**src/rtl/pipe_ctrl_pkg.sv**
```systemverilog
// Shared definitions for the pipeline stall/flush sequencer.
package pipe_ctrl_pkg;

  localparam int REG_W           = 4;
  localparam int DEF_CNT_W       = 16;
  localparam int DEF_MEM_TIMEOUT = 64;

  typedef enum logic {
    RUN      = 1'b0,
    MEM_WAIT = 1'b1
  } state_t;

endpackage

```
**src/rtl/sat_counter.sv**
```systemverilog
// Saturating up-counter with synchronous reset and clear; clear beats increment.
module sat_counter #(
  parameter int W = 16
) (
  input  logic         clk,
  input  logic         rst,
  input  logic         clr,
  input  logic         inc,
  output logic [W-1:0] cnt
);

  always_ff @(posedge clk) begin
    if (rst || clr)
      cnt <= '0;
    else if (inc && (cnt != '1))
      cnt <= cnt + 1'b1;
  end

endmodule

```
**src/rtl/pipeline_ctrl.sv**
```systemverilog
// Stall/flush sequencer for the 5-stage pipeline: hazards, taken branches and SRAM waits.
module pipeline_ctrl
  import pipe_ctrl_pkg::*;
#(
  parameter int CNT_W       = DEF_CNT_W,
  parameter int MEM_TIMEOUT = DEF_MEM_TIMEOUT
) (
  input  logic             clk,
  input  logic             rst,
  input  logic             fwd_en,
  input  logic [REG_W-1:0] id_src1,
  input  logic [REG_W-1:0] id_src2,
  input  logic             id_two_src,
  input  logic [REG_W-1:0] exe_dest,
  input  logic             exe_wb_en,
  input  logic             exe_mem_r_en,
  input  logic [REG_W-1:0] mem_dest,
  input  logic             mem_wb_en,
  input  logic             branch_taken,
  input  logic             mem_req,
  input  logic             mem_ready,
  input  logic             perf_clr,
  output logic             pc_freeze,
  output logic             if_id_freeze,
  output logic             if_id_flush,
  output logic             id_ex_freeze,
  output logic             id_ex_flush,
  output logic             ex_mem_freeze,
  output logic             mem_wb_bubble,
  output logic             mem_timeout,
  output logic [CNT_W-1:0] stall_cnt,
  output logic [CNT_W-1:0] flush_cnt,
  output logic [CNT_W-1:0] hazard_cnt
);

  localparam int WC_W = $clog2(MEM_TIMEOUT + 1);

  state_t          state, state_nxt;
  logic [WC_W-1:0] wait_cnt, wait_nxt;
  logic            m1, m2, hazard, mem_stall;
  logic            timeout_set;
  logic            hazard_inc;

  always_comb begin
    m1 = (exe_wb_en && (exe_dest == id_src1)) || (mem_wb_en && (mem_dest == id_src1));
    m2 = id_two_src &&
         ((exe_wb_en && (exe_dest == id_src2)) || (mem_wb_en && (mem_dest == id_src2)));
    // With forwarding only a load in EXE cannot be bypassed in time.
    if (fwd_en)
      hazard = exe_wb_en && exe_mem_r_en &&
               ((exe_dest == id_src1) || (id_two_src && (exe_dest == id_src2)));
    else
      hazard = m1 || m2;
    mem_stall = mem_req && !mem_ready;
  end

  always_comb begin
    pc_freeze     = 1'b0;
    if_id_freeze  = 1'b0;
    if_id_flush   = 1'b0;
    id_ex_freeze  = 1'b0;
    id_ex_flush   = 1'b0;
    ex_mem_freeze = 1'b0;
    mem_wb_bubble = 1'b0;
    hazard_inc    = 1'b0;
    if (!rst) begin
      pc_freeze     = mem_stall || (hazard && !branch_taken);
      if_id_freeze  = pc_freeze;
      if_id_flush   = !mem_stall && branch_taken;
      id_ex_flush   = !mem_stall && (hazard || branch_taken);
      id_ex_freeze  = mem_stall;
      ex_mem_freeze = mem_stall;
      mem_wb_bubble = mem_stall;
      hazard_inc    = hazard && !mem_stall && !branch_taken;
    end
  end

  always_comb begin
    state_nxt = state;
    wait_nxt  = '0;
    case (state)
      RUN: begin
        if (mem_stall)
          state_nxt = MEM_WAIT;
      end
      MEM_WAIT: begin
        wait_nxt = (wait_cnt == WC_W'(MEM_TIMEOUT)) ? wait_cnt : wait_cnt + 1'b1;
        if (mem_ready || !mem_req)
          state_nxt = RUN;
      end
      default: state_nxt = RUN;
    endcase
    timeout_set = (state == MEM_WAIT) && mem_stall && (wait_nxt == WC_W'(MEM_TIMEOUT - 1));
  end

  always_ff @(posedge clk) begin
    if (rst) begin
      state       <= RUN;
      wait_cnt    <= '0;
      mem_timeout <= 1'b0;
    end else begin
      state    <= state_nxt;
      wait_cnt <= wait_nxt;
      if (timeout_set)
        mem_timeout <= 1'b1;
    end
  end

  sat_counter #(.W(CNT_W)) u_stall_cnt (
    .clk(clk), .rst(rst), .clr(perf_clr), .inc(pc_freeze), .cnt(stall_cnt)
  );

  sat_counter #(.W(CNT_W)) u_flush_cnt (
    .clk(clk), .rst(rst), .clr(perf_clr), .inc(if_id_flush), .cnt(flush_cnt)
  );

  sat_counter #(.W(CNT_W)) u_hazard_cnt (
    .clk(clk), .rst(rst), .clr(perf_clr), .inc(hazard_inc), .cnt(hazard_cnt)
  );

endmodule

```
**config.mk**
```make
export PLATFORM = sky130hd
export DESIGN_NAME = pipeline_ctrl
export DESIGN_NICKNAME = d
export VERILOG_FILES = /design/src/rtl/pipe_ctrl_pkg.sv /design/src/rtl/sat_counter.sv /design/src/rtl/pipeline_ctrl.sv
export SDC_FILE = /design/constraint.sdc
export NUM_CORES = 1
export LEC_CHECK = 0
export CELL_PAD_IN_SITES_DETAIL_PLACEMENT = 1
export CELL_PAD_IN_SITES_GLOBAL_PLACEMENT = 1
export CORE_MARGIN = 2
export CORE_UTILIZATION = 36
export CTS_BUF_LIST = sky130_fd_sc_hd__clkbuf_16
export DETAILED_ROUTE_END_ITERATION = 8
export GPL_TIMING_DRIVEN = 0
export PLACE_DENSITY = 0.9
export SLEW_MARGIN = 20
export SYNTH_ARGS = -nofsm -noshare
export SYNTH_HDL_FRONTEND = slang
export SYNTH_SLANG_ARGS = --single-unit
```
**constraint.sdc**
```tcl
create_clock -name clk -period 3.1 [get_ports clk]
set_clock_uncertainty 0.05 [all_clocks]
set_input_delay 0.62 -clock clk [delete_from_list [all_inputs] [get_ports clk]]
set_output_delay 0.62 -clock clk [all_outputs]
set_load 0.01 [all_outputs]
```
# Yosys cells after proc, flatten, opt, wreduce, memory -nomap -nowiden
# Cells that the tools add are included.
[word_totals] reg_bits=57 output_inout_bits=56
[classes] addsub=4 n_eq_ne=9 muxes=11 n_bitwise=1 n_reduce_logical=31
[ops] operator="16-bit by 1-bit adder with 16-bit output, second input constant" count=3
[ops] operator="16-bit != test, second input constant" count=3
[ops] operator="1-bit logical AND" count=19
[ops] operator="4-bit == test" count=4
[ops] operator="7-bit 2-to-1 mux" count=2
[ops] operator="1-bit logical OR" count=8
[ops] operator="1-bit 2-to-1 mux" count=8
[ops] operator="7-bit by 1-bit adder with 7-bit output, second input constant" count=1
[ops] operator="7-bit by 6-bit == test with 1-bit output, second input constant" count=1
[ops] operator="7-bit == test, second input constant" count=1
[ops] operator="1-bit zero test" count=4
[ops] operator="1-bit one-hot mux with 2 select lines" count=1
[ops] operator="1-bit NOT" count=1

# Logic depth before layout (Yosys ltp)
# Gate-level depths: netlist of run 1.
[depth] ltp_word=10 ltp_mapped=9 depth_no_buf=8

# By module
# A second synthesis of run 1 with hierarchy kept.
[unflattened] cells_unflattened=368 hier_area_um2=3201.8
[by_module_without_submodules] mod="sat_counter" instances=3 cells_per_inst=95 area_per_inst_um2=847.1 seq_area_each_um2=320.3
[by_module_without_submodules] mod="pipeline_ctrl" instances=1 cells_per_inst=83 area_per_inst_um2=660.6 seq_area_each_um2=180.2

# Least setup slack after synthesis of run 1
# No wires, ideal clock.
[synth_path] kind="input -> output" from="input id_src1[3]" to="output pc_freeze" t_arrival_ns=2.125 required_time_ns=2.430 path_slack_ns=0.305 cell_stages=8 path_buffers=3 cell_sequence="xor2_1 -> nor4_4 -> a22oi_2 -> a21o_1 -> buf_6 -> buf_6 -> a21oi_1 -> buf_4"
[synth_via] elab_chain_cells=8 elab_cells_between_ends=12 cone_classes="2 x eq/ne; 2 x mux; 8 x reduce/logical"
[synth_rtl] element="from (decl)" line_no="pipeline_ctrl.sv:11" text="input logic [REG_W-1:0] id_src1,"
[synth_rtl] element="4-bit == test (on tied branches)" line_no="pipeline_ctrl.sv:45, pipeline_ctrl.sv:51"
[synth_rtl] element="1-bit logical AND" line_no="pipeline_ctrl.sv:45" text="m1 = (exe_wb_en && (exe_dest == id_src1)) || (mem_wb_en && (mem_dest == id_src1));"
[synth_rtl] element="1-bit logical OR" line_no="pipeline_ctrl.sv:45"
[synth_rtl] element="1-bit logical OR" line_no="pipeline_ctrl.sv:53" text="hazard = m1 || m2;"
[synth_rtl] element="1-bit 2-to-1 mux (*)" line_no="pipeline_ctrl.sv:49" text="if (fwd_en)"
[synth_rtl] element="1-bit logical AND (*)" line_no="pipeline_ctrl.sv:67" text="pc_freeze = mem_stall || (hazard && !branch_taken);"
[synth_rtl] element="1-bit logical OR (*)" line_no="pipeline_ctrl.sv:67"
[synth_rtl] element="1-bit 2-to-1 mux (*)"
[synth_rtl] element="to (decl)" line_no="pipeline_ctrl.sv:23" text="output logic pc_freeze,"
# Every way passes the cells marked *; elsewhere a longest branch is shown, timed or not.

# Final worst setup path of run 1
[layout_path] from="input mem_dest[2]" to="output pc_freeze"
[layout_via] elab_chain_cells=9 elab_cells_between_ends=12 cone_classes="2 x eq/ne; 2 x mux; 8 x reduce/logical"
[layout_rtl] element="from (decl)" line_no="pipeline_ctrl.sv:17" text="input logic [REG_W-1:0] mem_dest,"
[layout_rtl] element="4-bit == test" line_no="pipeline_ctrl.sv:47" text="((exe_wb_en && (exe_dest == id_src2)) || (mem_wb_en && (mem_dest == id_src2)));"
[layout_rtl] element="1-bit logical AND" line_no="pipeline_ctrl.sv:47"
[layout_rtl] element="1-bit logical OR" line_no="pipeline_ctrl.sv:47"
[layout_rtl] element="1-bit logical AND" line_no="pipeline_ctrl.sv:46" text="m2 = id_two_src &&"
[layout_rtl] element="1-bit logical OR (*)" line_no="pipeline_ctrl.sv:53"
[layout_rtl] element="1-bit 2-to-1 mux (*)" line_no="pipeline_ctrl.sv:49"
[layout_rtl] element="1-bit logical AND (*)" line_no="pipeline_ctrl.sv:67"
[layout_rtl] element="1-bit logical OR (*)" line_no="pipeline_ctrl.sv:67"
[layout_rtl] element="1-bit 2-to-1 mux (*)" line_no="pipeline_ctrl.sv:66" text="if (!rst) begin"
# Marked as above.

==> results of run 1 <==
-- worst register-to-register path, cell delays in order (launching register included) --
cell and delay, ps:
dfxtp_1 430, ha_1 250, nand2_1 100, nor4_2 500, a221oi_1 220, o31ai_4 170, buf_2 300, buf_4 220
xor2_1 160, nor2_1 50
-- state kept, by name, indices dropped and copies added, names as in the netlist --
signal / flops
wait_cnt: 7
state: 1
mem_timeout: 1
u_stall_cnt.cnt: 16
u_flush_cnt.cnt: 16
u_hazard_cnt.cnt: 16
-- worst paths after layout --
path                       from                  to  slack [ps]  cells past startpoint
max                 mem_dest[2]           pc_freeze         0.9                     10
min                 mem_timeout         mem_timeout         440                      1
max reg2reg  u_stall_cnt.cnt[0]  u_stall_cnt.cnt[0]         520                      9
min reg2reg         mem_timeout         mem_timeout         440                      1
-- power breakdown --
| group | switching (mW) | internal [mW] |
|---|---|---|
| clock | 0.381 | 0.710 |
| combinational | 0.0950 | 0.0770 |
| sequential | 0.00210 | 0.735 |
| total | 0.478 | 1.52 |
-- through the flow --
stage / hold slack, ps / area, µm²
2_1_floorplan: 405 / 3140
3_3_place_gp: 422 / 4100
3_5_place_dp: 444 / 4100
4_1_cts: 453 / 4510
5_1_grt: 475 / 4540
6_report: 445 / 4540
-- cell usage in the layout, fill, tap and decap left out, types with 3 or more instances in the layout --
cell / n
dlygate4sd2_1: 12
o21ai_1: 11
xor2_1: 16
a21oi_1: 32
inv_1: 15
or4_1: 14
and4_1: 4
or3_1: 17
clkbuf_16: 9
o31ai_1: 14
nand2_1: 24
nor2_1: 29
mux2i_1: 3
nor3_1: 6
nand3_1: 24
nand4_1: 6
buf_4: 12
o21ai_0: 5
xnor2_1: 13
buf_6: 4
a211oi_1: 3
ha_1: 5
clkdlybuf4s50_1: 64
clkinv_4: 3
and3_1: 10
dfxtp_1: 57
-- timing repair --
item,in CTS,in global routing
setup endpoints to repair,3,5
resized for setup,32,8
setup buffers,6,2
pin swaps,7,7
-- layout make-up --
type | instances | area [µm²] | area share
tap | 108 | 135 | 0.0298
buffer | 15 | 130 | 0.0287
inverter | 15 | 56.3 | 0.0124
clock inverter | 7 | 103 | 0.0226
sequential | 57 | 1140 | 0.252
timing repair buffer | 90 | 873 | 0.192
clock buffer | 9 | 225 | 0.0496
multi-input combinational | 283 | 1870 | 0.413
-- cell families (layout without fill, tap and decap cells) --
family          count (synthesis)  in the layout  share of synthesized area
compound gates                 88             88                      0.183
buf+inv                        31            136                     0.0585
mux                             3              3                    0.00955
flops                          57             57                      0.363
simple gates                  156            156                      0.280
fa+ha+maj                       5              5                     0.0199
xor+xnor                       31             31                     0.0864
-- per-layer routing --
metal / wire length [µm] / GRT usage
met5: 0 / 0
met1: 4420 / 0.256
met2: 5480 / 0.404
met4: 197 / 0.0844
met3: 472 / 0.0511
==> summary.txt, run 1 <==
Yosys
  • Top-count cell post-synth: dfxtp_1
  • Top cells by count, synth: dfxtp_1 (57), a21oi_1 (33), nor2_1 (30), nand2_1 (24), nand3_1 (24)
  • Synth area leaders: dfxtp_1 (36%), a21oi_1 (5.3%), xor2_1 (5.0%), nand3_1 (3.8%), xnor2_1 (3.6%)
  • Number of flops mapped to enable cells by yosys: 0
  • Post-synthesis sequential area ratio: 0.363
  • Yosys top cell area share: 0.363
  • Synthesized flop and latch total: 57
  • Mapped Cells: 371
  • Synth area leader: dfxtp_1
  • Predominant post-synthesis flop cell: dfxtp_1
  • Post-Syn Area: 0.00314 mm²
  • Mapped Nets: 403
  • Synth warnings: 0
  • Ys async rst share: 0
  • Syn avg cell area: about 8.5 µm²
  • Distinct cell type count after synthesis: 55

Drt
  • Routed WL: 10.6 mm
  • Wire length per cell: 18.1 µm
  • DRC viols: 0
  • Post-DRT Antenna Nets: 0
  • Vias per inst: approximately 5.7
  • DR vias: 3317
  • Drt first pass iters: 4
  • Iter 0 DRT Violations: 129

Finish
  • Area grow syn2layout: 44.3%
  • # fillers: 999
  • Fin nets: between 500 and 600
  • Utilization after layout: 0.528
  • Diodes inserted: 0
  • Final std cells w/o fill: 584
  • Fraction of layout cells with a size suffix above 1: 0.122

Setup path
  • Slowest stage delay, CP: 260 ps
  • Worst endpoint data arrival time: 2430 ps
  • Top cell family by delay on the critical path: buffers and inverters
  • Crit-path slowest cell: dlygate4sd2_1
  • WP buf/inv: 5
  • Crit path max fanout: 3
  • CP Cell Sequence: dlygate4sd2_1, xor2_1, nor4_2, buf_4, a22oi_2, a21o_1, buf_12, a21oi_4, buf_6, clkdlybuf4s15_2
  • Critical path class: input pin to primary output
  • Endpoint class of the critical path: primary output
  • Worst EP required: between 2000 and 2500 ps
  • Critical Path Start Type: input pin

Clocking
  • Clock Sink Count: 57
  • Worst skew pair latency: 330 ps
  • Clock root cell: clkbuf_16
  • Clock buffer depth: 2
  • Num CTS Buffers: 9
  • CTS Hold Buffers Added: 0
  • # H-tree levels: 3
  • Worst-path clk slew: 50 ps
  • CTS tree: yes

STA
  • Tmin final: 3100 ps
  • Final setup violation count: 0
  • RSZ-0062 raised after global routing: true
  • Rel. slew slack: 0.381
  • Setup TNS: 0 ps
  • Worst-margin pin slew: 914 ps
  • Final hold violations: 0
  • Post-route clock period utilization: 1.00
  • Worst setup margin: 0.881 ps
  • Slew Limit Fails: 0
  • Top achievable clock speed: between 0.3 and 0.4 GHz

GRT
  • Global-route congestion overflow total: 0
  • Total Routing Usage GR: 0.224
  • First-pass GRT wire length: 17.2 mm
  • Initial antenna violation count: 0
  • Vias in the first global route: 3363
  • Largest net degree at the start of global routing: 19

Placement
  • Number of I/O port buffers: 82
  • Cells after DPL: 561
  • DP Worst Slack: -828 ps
  • Post-DP HPWL: 7.20 mm
  • RePlAce Congestion: 0.824

Die
  • Area of the die: between 0.009 and 0.01 mm²
  • Row Count: 34
  • Starting Density: 0.366
  • Ports: 83
  • Die Y: a little under 100 µm
  • Die width: 97.5 µm
  • Core area: about 0.0086 mm²

Power
  • Power Total: 2.00 mW
  • Pwr per Cell Area: roughly 440 mW/mm²
  • VDD IR max: about 0.00031 V
  • P_leak: around 1.5 nW

Outcome
  • Status: finished, final reports clean

Worst hold path
  • Worst hold path class: flop to flop

Flow run
  • Max-Cap Viols: 0
Power figures use the tool's default switching activity.
==> inputs of run 2 (changes only) <==
--- a/config.mk
+++ b/config.mk
@@ -13,6 +13,7 @@
 export DETAILED_ROUTE_END_ITERATION = 8
 export GPL_TIMING_DRIVEN = 0
 export PLACE_DENSITY = 0.9
+export SETUP_SLACK_MARGIN = 0.15
 export SLEW_MARGIN = 20
 export SYNTH_ARGS = -nofsm -noshare
 export SYNTH_HDL_FRONTEND = slang
==> constraint.sdc (replaced) <==
create_clock -name clk -period 3.1 [get_ports clk]
set_clock_uncertainty 0.05 [all_clocks]
set_input_delay 0.31 -clock clk [delete_from_list [all_inputs] [get_ports clk]]
set_output_delay 0.31 -clock clk [all_outputs]
set_load 0.01 [all_outputs]
==> summary.txt, run 2 (synthesis results as in run 1) <==
Finish
  • Fraction of layout cells with a size suffix above 1: 0.0973
  • Final std cells w/o fill: around 580
  • Top Registers: u_flush_cnt.cnt (16), u_hazard_cnt.cnt (16), u_stall_cnt.cnt (16)
  • Commonest non-fill, non-tap cells in the layout: clkdlybuf4s50_1 (73), dfxtp_1 (57), a21oi_1 (32)
  • Diodes inserted: 0
  • Fin nets: 500
  • Area grow syn2layout: 42.7%
  • Commonest non-fill, non-tap cell in the layout: clkdlybuf4s50_1

Worst hold path
  • Hold Path Cell Cnt: 1
  • Hold Path Origin: mem_timeout
  • Worst hold path class: flop to flop
  • Hold Path End: mem_timeout

Power
  • VDD IR max: about 0.00031 V
  • Power share of the combinational group: 0.084
  • P_int: 1.52 mW
  • Register share of total power: 0.369
  • P_leak: 1.49 nW
  • Clock group share of total power: 0.547
  • Sw Pwr: 475 µW
  • Power Total: 1.99 mW
  • Pwr per Cell Area: roughly 440 mW/mm²
  • Switch share: 0.238

Clocking
  • Clock root cell: clkbuf_16
  • Worst skew pair latency: around 330 ps
  • Clock Sink Count: 57
  • CTS tree: yes
  • # H-tree levels: 3
  • Worst-path clk slew: 50 ps
  • CTS Hold Buffers Added: 0
  • Num CTS Buffers: 9
  • Clock buffer depth: 2

Setup path
  • Setup slack, reg-to-reg: about 560 ps
  • Reg-to-reg endpoint: u_stall_cnt.cnt[0]
  • FF-to-FF path depth: 9
  • Top cell family by delay on the critical path: buffers and inverters
  • Crit-path slowest cell: clkdlybuf4s50_1
  • Slowest stage delay, CP: 510 ps
  • Critical Path Start Type: input pin
  • Worst EP required: roughly 2700 ps
  • Worst endpoint data arrival time: 2510 ps
  • Crit path max fanout: 2
  • Reg-to-Reg Start: u_stall_cnt.cnt[1]
  • Endpoint class of the critical path: primary output
  • WP buf/inv: 5
  • Worst path most repeated cell: buf_4
  • Critical path class: input pin to primary output
  • CP Cell Sequence: clkdlybuf4s50_1, xor2_1, nor4_2, buf_4, buf_4, buf_4, a22o_1, o31a_1, clkdlybuf4s50_1

STA
  • Slew Limit Fails: 0
  • Setup TNS: 0 ps
  • Post-route clock period utilization: 0.927
  • Worst-margin pin slew: 903 ps
  • RSZ-0062 raised after global routing: false
  • Tmin final: approximately 2900 ps
  • Final hold violations: 0
  • Top achievable clock speed: between 0.3 and 0.4 GHz
  • Rel. slew slack: 0.389
  • Final setup violation count: 0

GRT
  • Initial antenna violation count: 0
  • Total Routing Usage GR: 0.222
  • First-pass GRT wire length: 17.1 mm
  • Largest net degree at the start of global routing: 13
  • Global-route congestion overflow total: 0
  • Vias in the first global route: 3353

Drt
  • Iter 0 DRT Violations: 154
  • DR vias: 3284
  • Wire length per cell: between 15 and 20 µm
  • Vias per inst: 5.65
  • Routed WL: between 10 and 15 mm
  • DRC viols: 0
  • Post-DRT Antenna Nets: 0
  • Drt first pass iters: 4

Outcome
  • Status: finished, final reports clean

Placement
  • RePlAce Congestion: 0.824
  • Number of I/O port buffers: 82
  • Cells after DPL: between 500 and 600
  • Post-DP HPWL: a little over 7 mm

Die
  • Ports: 83
  • Starting Density: 0.366
  • Core area: 0.00859 mm²
  • Die Y: 97.5 µm
  • Row Count: 34
  • Area of the die: 0.00950 mm²
  • Die width: 97.5 µm

Flow run
  • Max-Cap Viols: 0
==> run 2: changes by cell type in the layout (fill, tap and decap cells not counted), sizes merged <==
cell           change
clkdlybuf4s50      +9
dlygate4sd2        -8
clkdlybuf4s15      -4
buf                -3
dlymetal6s2s       +3
==> run 2: cell type report <==
| type | count | area [µm²] |
|---|---|---|
| Fill cell | 1001 | 4110 |
| Multi-Input combinational cell | 283 | 1840 |
| Sequential cell | 57 | 1140 |
| Timing Repair Buffer | 86 | 858 |
| Clock buffer | 9 | 225 |
| Tap cell | 108 | 135 |
| Buffer | 16 | 128 |
| Clock inverter | 7 | 103 |
| Inverter | 15 | 56.3 |
==> run 2: metrics by stage <==
stage / instance area (µm²) / hold slack, ps / utilization / worst slack, ps
6_report: 4490 / 441 / 0.522 / 227
5_1_grt: 4490 / 475 / 0.522 / 152
4_1_cts: 4470 / 453 / 0.520 / 227
3_5_place_dp: 4100 / 444 / 0.477 / -208
3_3_place_gp: 4100 / 422 / 0.477 / -96.5
2_1_floorplan: 3140 / 405 / - / 925
==> run 2: what timing repair did <==
action / CTS / global route
setup endpoints to repair: 2 / 1
resized for setup: 8 / 5
buffers inserted: 3 / 1
pin swaps: 2 / 2
cloned: 0 / 0
==> run 2: power groups by stage <==
| stage | logic [mW] | clock network [mW] | registers (mW) |
|---|---|---|---|
| after detailed placement | 0.158 | 0 | 0.752 |
| final | 0.167 | 1.09 | 0.737 |
| after global routing | 0.178 | 1.14 | 0.737 |
| after CTS | 0.164 | 1.10 | 0.737 |
| after global placement | 0.153 | 0 | 0.752 |
| after floorplan | 0.0817 | 0 | 0.753 |
==> run 2: worst max-delay path by stage <==
stage                 from           to  slack, ps  cells after the start
2_1_floorplan   id_src1[3]    pc_freeze        930                      8
6_report       mem_dest[1]  id_ex_flush        230                      9
3_5_place_dp    id_src1[2]    pc_freeze       -210                     10
5_1_grt          mem_wb_en    pc_freeze        150                     10
4_1_cts        mem_dest[1]    pc_freeze        230                     11
3_3_place_gp    id_src1[2]    pc_freeze       -100                     10
==> run 2: per-layer routing <==
layer  GRT usage  vias up  wire, µm
met2       0.400       92      5330
met1       0.255     1607      4240
li1            -     1569         -
met4      0.0748        0       210
met5           0        -         0
met3      0.0583       16       558
==> run 2: worst register-to-register path: stages (launching register included) <==
cell	delay, ps
dfxtp_1	420
ha_1	260
nand2_1	100
nor4_2	490
a221oi_1	210
o31ai_4	160
buf_2	300
buf_4	220
xor2_1	160
nor2_1	50
==> inputs of run 3 (changes only) <==
--- a/config.mk
+++ b/config.mk
@@ -12,9 +12,9 @@
 export CTS_BUF_LIST = sky130_fd_sc_hd__clkbuf_16
 export DETAILED_ROUTE_END_ITERATION = 8
 export GPL_TIMING_DRIVEN = 0
+export HOLD_SLACK_MARGIN = 0.08
 export PLACE_DENSITY = 0.9
 export SETUP_SLACK_MARGIN = 0.15
-export SLEW_MARGIN = 20
 export SYNTH_ARGS = -nofsm -noshare
 export SYNTH_HDL_FRONTEND = slang
 export SYNTH_SLANG_ARGS = --single-unit
==> results of run 3 <==
Same layout as run 2: the final DEF is identical, and so are final timing and power.
==> edit, RTL diff (config.mk and constraints of run 3) <==
Register the output `flush_cnt`, cleared by the reset; this adds one clock of latency there. The other outputs are not delayed to match.
--- a/src/rtl/pipeline_ctrl.sv
+++ b/src/rtl/pipeline_ctrl.sv
@@ -36,2 +36,4 @@
   localparam int WC_W = $clog2(MEM_TIMEOUT + 1);
+
+  logic [CNT_W-1:0] flush_cnt_d;
 
@@ -113,3 +115,3 @@
   sat_counter #(.W(CNT_W)) u_flush_cnt (
-    .clk(clk), .rst(rst), .clr(perf_clr), .inc(if_id_flush), .cnt(flush_cnt)
+    .clk(clk), .rst(rst), .clr(perf_clr), .inc(if_id_flush), .cnt(flush_cnt_d)
   );
@@ -120,2 +122,10 @@
 
+  always_ff @(posedge clk) begin
+    if (rst) begin
+      flush_cnt <= '0;
+    end else begin
+      flush_cnt <= flush_cnt_d;
+    end
+  end
+
 endmodule
Formal check against the unedited RTL: not equivalent (a bounded check fails within 4 cycles, from zero or initial values and one cycle with rst high).
==> edit against run 3 <==
  * Power up 7.1%
  * Synthesized area up 13%
  * Routed wire length up 11%
  * Design area up 9.8%
  * Count of clock-buffer cells in the layout unchanged
  * Sequential cell count up 16
  * Setup slack better by 38 ps
  * Critical path depth down 1
  * Largest cell class unchanged
==> edit: results (changes against run 3) <==
* Run status: complete, no violations
* IO Port Bufs at 82 (unchanged)
* Vias per inst at 5.413 (-4.2%)
* Share of layout cells above drive strength 1 at 0.07869 (-0.01856)
* Commonest cells in the netlist: dfxtp_1, nor2_1, a21oi_1, nand3_1, nand2_1
* Leak pwr at 1.646 nW (+11%)
* CP Data Arrival Time at 2470 ps (-40 ps)
* Htree depth at 3 (unchanged)
* Sequential area share after synthesis at 0.4098 (+0.04691)
* Synth async-reset ratio at 0 (unchanged)
* Final WL at 11490 um (+11%)
* Measured slew at the worst slew-check pin at 787.7 ps (-114.8 ps)
* Initial antenna violation count at 0 (unchanged)
* Placed insts at 634 (+13%)
* Final Hold Viols at 0 (unchanged)
* DPL Wire Length at 7968 um (+11%)
* Vias in the first global route at 3837 (+14%)
* Clock Path Buffers at 2 (unchanged)
* Area after DPL at 4553 sq um (+11%)
* DR pass1 iterations at 4 (unchanged)
* Final Non-Filler Cells at 654 (+13%)
* Pre-CTS setup slack at -45.81 ps (+162.6 ps)
* Final nets at 548 (+9.6%)
* Num CTS Buffers at 9 (unchanged)
* ANT cells at 0 (unchanged)
* Top_reg_cell synth: dfxtp_1
* Min-delay worst type: register to register
* Post-Syn Instances at 419 (+13%)
* Synthesized Nets at 451 (+12%)
* FILL cells at 1153 (+15%)
* CTS root buf: clkbuf_16
* Largest net degree at the start of global routing at 14 (+1)
* Yosys cell types at 45 (-18%)
* Iter 0 DRT Violations at 120 (-22%)
* Number of synthesis warnings at 0 (unchanged)
* Maximum VDD drop at 0.2236 mV (-28%)
* Area contributors post-synth: dfxtp_1, xor2_1, nor2_1
* First-pass GRT wire length at 18820 um (+10%)
* Gr usage total at 0.2155 (-0.006943)
* Placer congestion estimate at 0.8118 (-1.5%)
* Clk Latency, worst-skew pair at 340 ps
* Critical Path Fanout Max at 3 (+1)
* Clk slew on worst S/H paths at 60 ps
==> edit: cell type report <==
cell class	instances	area [sq um]	share of cell area
clock buffer	9	225.2	0.04571
multi-input combinational	313	1997	0.4053
buffer	20	101.3	0.02057
sequential	73	1461	0.2966
timing repair buffer	86	855.8	0.1737
inverter	13	48.80	0.009903
tap	133	166.4	0.03377
clock inverter	7	71.32	0.01447
==> edit: power by group <==
part,switching (mW),internal (mW),total (mW)
clock network,0.415,0.622,1.04
registers,0.00244,0.940,0.943
logic,0.0873,0.0703,0.158
total,0.504,1.63,2.14
==> edit: logic make-up (layout without fill, tap and decap cells) <==
group / after synthesis / count (layout) / share of synthesized area
AND/OR/NAND/NOR: 189 / 189 / 0.2881
multiplexers: 2 / 2 / 0.005614
XOR/XNOR: 36 / 36 / 0.08842
flip-flops: 73 / 73 / 0.4098
adder cells (fa/ha/maj): 5 / 5 / 0.01754
buffers and inverters: 33 / 135 / 0.04210
AO/OA/AOI/OAI: 81 / 81 / 0.1484
==> edit: what timing repair did <==
action,4_1_cts,5_1_grt
gates resized for setup,3,6
pin swaps,1,5
endpoints found under the setup margin,4,11
setup buffers,1,3
hold buffers,0,0
==> edit: final timing paths <==
path                 startpoint                 end  slack, ps  cells past startpoint
max reg2reg  u_stall_cnt.cnt[0]  u_stall_cnt.cnt[0]        440                      9
max                  id_src1[2]         id_ex_flush        270                      8
min                 mem_timeout         mem_timeout        450                      2
min reg2reg         mem_timeout         mem_timeout        450                      2
==> edit: critical path, cell delays in order <==
cell and delay [ps]:
clkdlybuf4s50_1 450, xor2_1 210, nor4_4 330, buf_4 160
a22o_1 200, nor2_1 90, a21oi_1 150, clkdlybuf4s50_1 570
==> edit: routing by layer <==
| layer | share of wire | vias up | track usage |
|---|---|---|---|
| met4 | 0.022 | 0 | 0.1004 |
| met3 | 0.028 | 22 | 0.03210 |
| met2 | 0.52 | 82 | 0.3898 |
| li1 | - | 1695 | - |
| met5 | 0 | - | 0 |
| met1 | 0.43 | 1741 | 0.2498 |
